**config.mk**
```make
export PLATFORM = sky130hd
export DESIGN_NAME = pc_fetch_sequencer
export DESIGN_NICKNAME = d
export VERILOG_FILES = /design/src/rtl/cpu_ctrl_pkg.sv /design/src/rtl/pc_next_calc.sv /design/src/rtl/pc_fetch_sequencer.sv
export SDC_FILE = /design/constraint.sdc
export NUM_CORES = 1
export LEC_CHECK = 0
export ABC_AREA = 1
export BUFFER_PORTS_ARGS = -buffer_cell sky130_fd_sc_hd__clkbuf_2
export CAP_MARGIN = 20
export CORE_MARGIN = 4
export CORE_UTILIZATION = 59
export DETAILED_ROUTE_END_ITERATION = 10
export MAX_ROUTING_LAYER = met4
export PLACE_DENSITY = 0.95
export REMOVE_ABC_BUFFERS = 1
export SYNTH_ARGS = -nofsm -noshare
export SYNTH_HDL_FRONTEND = slang
export SYNTH_HIERARCHICAL = 1
export SYNTH_SLANG_ARGS = --single-unit
```
**constraint.sdc**
```tcl
create_clock -name CLK -period 5.7 [get_ports CLK]
set_input_delay 0.57 -clock CLK [delete_from_list [all_inputs] [get_ports CLK]]
set_output_delay 0.57 -clock CLK [all_outputs]
set_load 0.005 [all_outputs]
```
**src/rtl/cpu_ctrl_pkg.sv**
```systemverilog
// Shared definitions for the CPU front end: sequencer states, default
// PC parameters and the instruction word field layout.
package cpu_ctrl_pkg;

  typedef enum logic [1:0] {
    ST_BOOT  = 2'd0,
    ST_FETCH = 2'd1,
    ST_ISSUE = 2'd2,
    ST_HALT  = 2'd3
  } seq_state_e;

  localparam int unsigned DEF_ADDR_W      = 32;
  localparam int unsigned DEF_PC_STEP     = 4;
  localparam logic [31:0] DEF_RESET_PC    = 32'h0000_0000;
  localparam int unsigned DEF_TIMEOUT_CYC = 255;

  // Instruction word layout: OPCODE | DEST | SRC1 | IMM
  localparam int unsigned OPCODE_MSB = 31;
  localparam int unsigned OPCODE_LSB = 24;
  localparam int unsigned DEST_MSB   = 23;
  localparam int unsigned DEST_LSB   = 16;
  localparam int unsigned SRC1_MSB   = 15;
  localparam int unsigned SRC1_LSB   = 8;
  localparam int unsigned IMM_MSB    = 7;
  localparam int unsigned IMM_LSB    = 0;

endpackage

```
**src/rtl/pc_next_calc.sv**
```systemverilog
// Combinational next-PC: sequential step plus an optional signed word offset,
// all arithmetic modulo 2^ADDR_W.
module pc_next_calc #(
  parameter int unsigned ADDR_W  = 32,
  parameter int unsigned PC_STEP = 4
) (
  input  logic [ADDR_W-1:0] pc_i,
  input  logic [7:0]        offset_i,
  input  logic              taken_i,
  output logic [ADDR_W-1:0] next_pc_o
);

  logic [ADDR_W-1:0] off_ext_s;
  logic [ADDR_W-1:0] step_s;
  logic [ADDR_W-1:0] branch_s;

  assign off_ext_s = {{(ADDR_W-8){offset_i[7]}}, offset_i};
  assign step_s    = ADDR_W'(PC_STEP);
  assign branch_s  = taken_i ? (off_ext_s * step_s) : {ADDR_W{1'b0}};
  assign next_pc_o = pc_i + step_s + branch_s;

endmodule

```
**src/rtl/pc_fetch_sequencer.sv**
```systemverilog
// Program counter owner and fetch/issue sequencer for the CPU front end.
// Optional fetch timeout with sticky FETCH_ERR and HALT: define FETCH_TIMEOUT_EN.
module pc_fetch_sequencer
  import cpu_ctrl_pkg::*;
#(
  parameter int unsigned       ADDR_W      = DEF_ADDR_W,
  parameter int unsigned       PC_STEP     = DEF_PC_STEP,
  parameter logic [ADDR_W-1:0] RESET_PC    = ADDR_W'(DEF_RESET_PC),
  parameter int unsigned       TIMEOUT_CYC = DEF_TIMEOUT_CYC
) (
  input  logic              CLK,
  input  logic              RESET,
  output logic [ADDR_W-1:0] PC,
  output logic              IMEM_READ,
  output logic [ADDR_W-1:0] IMEM_ADDR,
  input  logic              IMEM_BUSYWAIT,
  input  logic [31:0]       IMEM_RDATA,
  output logic [31:0]       INSTRUCTION,
  output logic              INSTR_VALID,
  input  logic              STALL_IN,
  input  logic              JUMP,
  input  logic              BRANCH,
  input  logic              ZERO,
  input  logic [7:0]        OFFSET,
  output logic              FETCH_ERR
);

  seq_state_e        state_q, state_d;
  logic [ADDR_W-1:0] pc_q, pc_d;
  logic [31:0]       instr_q, instr_d;
  logic              read_q, read_d;
  logic              valid_q, valid_d;
  logic              taken_s;
  logic [ADDR_W-1:0] next_pc_s;

  assign taken_s = JUMP | (BRANCH & ZERO);

  pc_next_calc #(
    .ADDR_W  (ADDR_W),
    .PC_STEP (PC_STEP)
  ) u_pc_next_calc (
    .pc_i      (pc_q),
    .offset_i  (OFFSET),
    .taken_i   (taken_s),
    .next_pc_o (next_pc_s)
  );

`ifdef FETCH_TIMEOUT_EN
  localparam int unsigned CNT_W = $clog2(TIMEOUT_CYC + 1);
  logic [CNT_W-1:0] cnt_q, cnt_d;
  logic             err_q, err_d;
`endif

  always_comb begin
    state_d = state_q;
    pc_d    = pc_q;
    instr_d = instr_q;
`ifdef FETCH_TIMEOUT_EN
    cnt_d   = {CNT_W{1'b0}};
    err_d   = err_q;
`endif
    case (state_q)
      ST_BOOT: begin
        state_d = ST_FETCH;
      end
      ST_FETCH: begin
        if (!IMEM_BUSYWAIT) begin
          instr_d = IMEM_RDATA;
          state_d = ST_ISSUE;
        end else begin
`ifdef FETCH_TIMEOUT_EN
          // counter holds the number of busywait cycles already seen
          if (cnt_q == CNT_W'(TIMEOUT_CYC - 1)) begin
            state_d = ST_HALT;
            err_d   = 1'b1;
          end else begin
            cnt_d   = cnt_q + CNT_W'(1);
          end
`else
          state_d = ST_FETCH;
`endif
        end
      end
      ST_ISSUE: begin
        if (!STALL_IN) begin
          pc_d    = next_pc_s;
          state_d = ST_FETCH;
        end else begin
          state_d = ST_ISSUE;
        end
      end
      ST_HALT: begin
        state_d = ST_HALT;
      end
      default: begin
        state_d = ST_BOOT;
      end
    endcase
    read_d  = (state_d == ST_FETCH);
    valid_d = (state_d == ST_ISSUE);
  end

  always_ff @(posedge CLK or posedge RESET) begin
    if (RESET) begin
      state_q <= ST_BOOT;
      pc_q    <= RESET_PC;
      instr_q <= 32'h0000_0000;
      read_q  <= 1'b0;
      valid_q <= 1'b0;
    end else begin
      state_q <= state_d;
      pc_q    <= pc_d;
      instr_q <= instr_d;
      read_q  <= read_d;
      valid_q <= valid_d;
    end
  end

`ifdef FETCH_TIMEOUT_EN
  always_ff @(posedge CLK or posedge RESET) begin
    if (RESET) begin
      cnt_q <= {CNT_W{1'b0}};
      err_q <= 1'b0;
    end else begin
      cnt_q <= cnt_d;
      err_q <= err_d;
    end
  end

  assign FETCH_ERR = err_q;
`else
  assign FETCH_ERR = 1'b0;
`endif

  assign PC          = pc_q;
  assign IMEM_ADDR   = pc_q;
  assign IMEM_READ   = read_q;
  assign INSTRUCTION = instr_q;
  assign INSTR_VALID = valid_q;

endmodule

```
==> summary.md <==
| Metric | Value |
|---|---|
| Portion of the post-synthesis area used by sequential elements | `29.3%` |
| Proportion of netlist area held by the largest area contributor | `29.3%` |
| Overall via count from detail_route | `5886` |
| Number of clock sinks seen by CTS | `just under 70` |
| Cells after Synth | `895` |
| Post-synthesis cell area | `0.00582 mm²` |
| Overall die height | `107 µm` |
| Required time at the worst-slack endpoint | `5980 ps` |
| DRC Markers | `0` |
| Antenna Diode Count | `0` |
| Number of global-route vias before repair | `5427` |
| Final weighted congestion in routability-driven placement | `0.965` |
| Cells taking the most area after synthesis | `dfrtp_1 (29%), nand2_1 (22%), inv_1 (8.2%), ha_1 (7.5%), nand4_1 (7.3%)` |
| Seq. cell area | `roughly 0.0017 mm²` |
| Cell area after placement | `approximately 0.0062 mm²` |
| Detailed-route vias per instance | `5.26` |
| DIE WIDTH | `107 µm` |
| Final Hold Viols | `0` |
| Category of the worst setup path capture point | `register` |
| Simple logic cell fraction of the synthesized area | `40.0%` |
| Cell mode on critical path | `nand2_1` |
| Min Clock Period, post-route | `3330 ps` |
| Post-synthesis async set-or-reset flop share | `100%` |
| Wire length of the first global-routing pass | `~26000 µm` |
| Least setup slack across all paths after layout | `2370 ps` |
| Final HPWL DP | `11600 µm` |
| Category of the critical setup timing path | `in -> reg` |
| Number of violations reported at the end of detailed-routing iteration 0 | `452` |
| Gr usage total | `28.8%` |
| Count of flip-flops with a built-in enable after synthesis | `0` |
| Setup_tns | `0 ps` |
| Post-cts hold buffer count | `0` |
| Setup violation total in the final timing report | `0` |
| CTS Buffer Depth | `2` |
| Power per standard cell area | `468 mW/mm²` |
| Per-instance average area after synthesis | `6.50 µm²` |
| Fraction of final layout cells sized beyond drive strength 1 | `19.5%` |
| Post-Route WL | `15700 µm` |
| Worst-case register-to-register setup slack | `~3100 ps` |
| Synthesis-to-finish area growth | `11.7%` |
| Cell with the most instances after synthesis | `nand2_1` |
| Number of buffers inserted by post-CTS setup repair | `0` |
| Synth Area in Adders | `under 10%` |
| Floorplan core area | `0.00942 mm²` |
| Hold slack final | `between 400 and 500 ps` |
| Deepest level of the CTS H-tree | `3` |
| Final period util | `between 50% and 60%` |
| Final routed wire length divided by cell count | `roughly 14 µm` |
| Area of the multi-input gates | `0.00314 mm²` |
| Grt total ovfl | `0` |
| Main combinational cell family by area after synthesis | `simple AND/OR/NAND/NOR gates` |
| Count of nets left with antenna violations after detail routing | `0` |
| Starting Density | `61.8%` |
| Max Cap Viol | `0` |
| Final clock skew | `11.5 ps` |
| Data arrival time of the critical path | `3610 ps` |
| DRT Pass-1 Iters | `5` |
| I/O pin count | `146` |
| Slowest cell on the critical path | `nand2_1` |
| Fill cell instance count of the final layout | `852` |
| Post-placement cell count | `about 1100` |
| Largest fanout on the critical path | `29` |
| Leakage component of the power | `about 4.1 nW` |
| Synth Register Bits | `68` |
| Overall power of the completed layout | `3.04 mW` |
| Number of unique standard cell types used by synthesis | `27` |
| Biggest area consumer among synthesized cells | `dfrtp_1` |
| CTS tree | `yes` |
| Cell at the root of the clock tree | `clkbuf_8` |
| Maximum vdd ir drop | `0.349 mV` |
| Worst-case headroom to the max-slew limit | `43.5%` |
| Mux contribution to synthesized area | `0%` |
| Number of buffers added on ports | `144` |
| Category of the worst setup path launch point | `input port` |
| Number of nets at the end of the flow | `1069` |
| Max incr delay on CP | `560 ps` |
| Initial antenna violation count | `0` |
| Xor and xnor fraction of the mapped netlist area | `2.41%` |
| Worst min path class | `in -> async` |
| Clock edge transition at the registers on the reported setup and hold paths | `80 ps` |
| Final standard cell count with taps included and fillers excluded | `1120` |
| Final core utilization | `69.0%` |
| Worst-case setup slack after placement | `2130 ps` |
| Post-synthesis compound-gate area fraction | `3.66%` |
| Number of warnings reported in the yosys synthesis log | `6` |
| Ys flop type | `dfrtp_1` |
| TritonCTS Buffers | `9` |
| Post_cts resized | `0` |
| Outcome | `complete, no violations` |
| FMAX | `~300 MHz` |
| Total Die Area | `0.0115 mm²` |
| List of most frequent post-synthesis cells | `nand2_1 (337), inv_1 (127), nor2_1 (73)` |
| Clock latency reported for the late side of the worst-skew pair | `350 ps` |
| Final std cell area, no fill | `0.00650 mm²` |
| Count of standard-cell rows | `35` |
| Final count of pins violating max slew | `0` |
| RSZ-0062 raised after global routing | `false` |
| Largest net degree at the start of global routing | `69` |
| Critical-path cell list | `clkbuf_2 -> a21o_1 -> buf_4 -> nand2_1 -> nor2_1 -> nor2_1 -> ha_1 -> nand2_1 -> nor2_1 -> nand2_1 -> nand2_1 -> inv_1 -> nand2_1 -> xor2_1 -> nand4_1 -> nand2_1` |
| Worst slew pin tran | `848 ps` |
[layout by cell type (no fill, tap or decap), drive strengths merged, types with 2 or more instances in the layout]
| cell | netlist | routed |
|---|---|---|
| buf | 66 | 4 |
| bufinv | 0 | 3 |
| inv | 131 | 132 |
| clkbuf | 2 | 154 |
| a21oi | 37 | 37 |
| nand2 | 346 | 346 |
| xor2 | 15 | 15 |
| nand4 | 68 | 68 |
| nand3 | 39 | 39 |
| a21o | 2 | 2 |
| ha | 35 | 35 |
| dfrtp | 68 | 68 |
| nor2 | 80 | 80 |
[sequential cells by signal (all words and copies together) (netlist names)]
register / cells
IMEM_READ: 1
INSTR_VALID: 1
IMEM_ADDR: 32
INSTRUCTION: 32
state_q: 2
[final cells by class]
cell class	instances	area share (%)
clock buffer	10	1.96
clock inverter	6	1.71
inverter	131	7.64
multi-input combinational	628	48.3
sequential	68	26.2
tap	129	2.48
timing repair buffer	148	11.7
[path summary, 6_finish.rpt]
| check | to | startpoint | cells past startpoint |
|---|---|---|---|
| max | IMEM_ADDR[19] | BRANCH | 16 |
| min | IMEM_ADDR[27] | RESET | 3 |
| max reg2reg | IMEM_ADDR[19] | IMEM_ADDR[3] | 12 |
| min reg2reg | INSTRUCTION[16] | INSTRUCTION[16] | 2 |
| max in group asynchronous | INSTRUCTION[20] | RESET | 3 |
| min in group CLK | INSTRUCTION[9] | IMEM_RDATA[9] | 3 |
[cells by family (layout without fill, tap and decap cells)]
group / count (synthesis) / count (layout)
other: 1 / 1
DFF: 68 / 68
adders and majority gates: 36 / 36
AOI/OAI and AO/OA: 41 / 41
xor gates and xnor gates: 16 / 16
buffers and inverters: 199 / 295
and+or+nand+nor: 534 / 534
[metal layers]
metal	wire [µm]	track usage [%]	share of wire (%)
met1	7010	39.1	45
met2	7040	44.5	45
met3	1320	4.50	8.4
met4	354	9.04	2.3
met5	0	-	0
[worst max-delay path, delay by kind of cell]
family | cells | cell delay [ps]
AND/OR/NAND/NOR | 10 | 1930
XOR/XNOR | 1 | 200
AO/OA/AOI/OAI | 1 | 100
buffers and inverters | 3 | 420
adder cells (fa/ha/maj) | 1 | 380
[power breakdown]
group	switching (mW)	internal [mW]	total (mW)
logic	1.02	0.613	1.63
clock network	0.208	0.292	0.500
registers	0.214	0.693	0.907
Note: power is estimated with default switching activity, not from simulation.
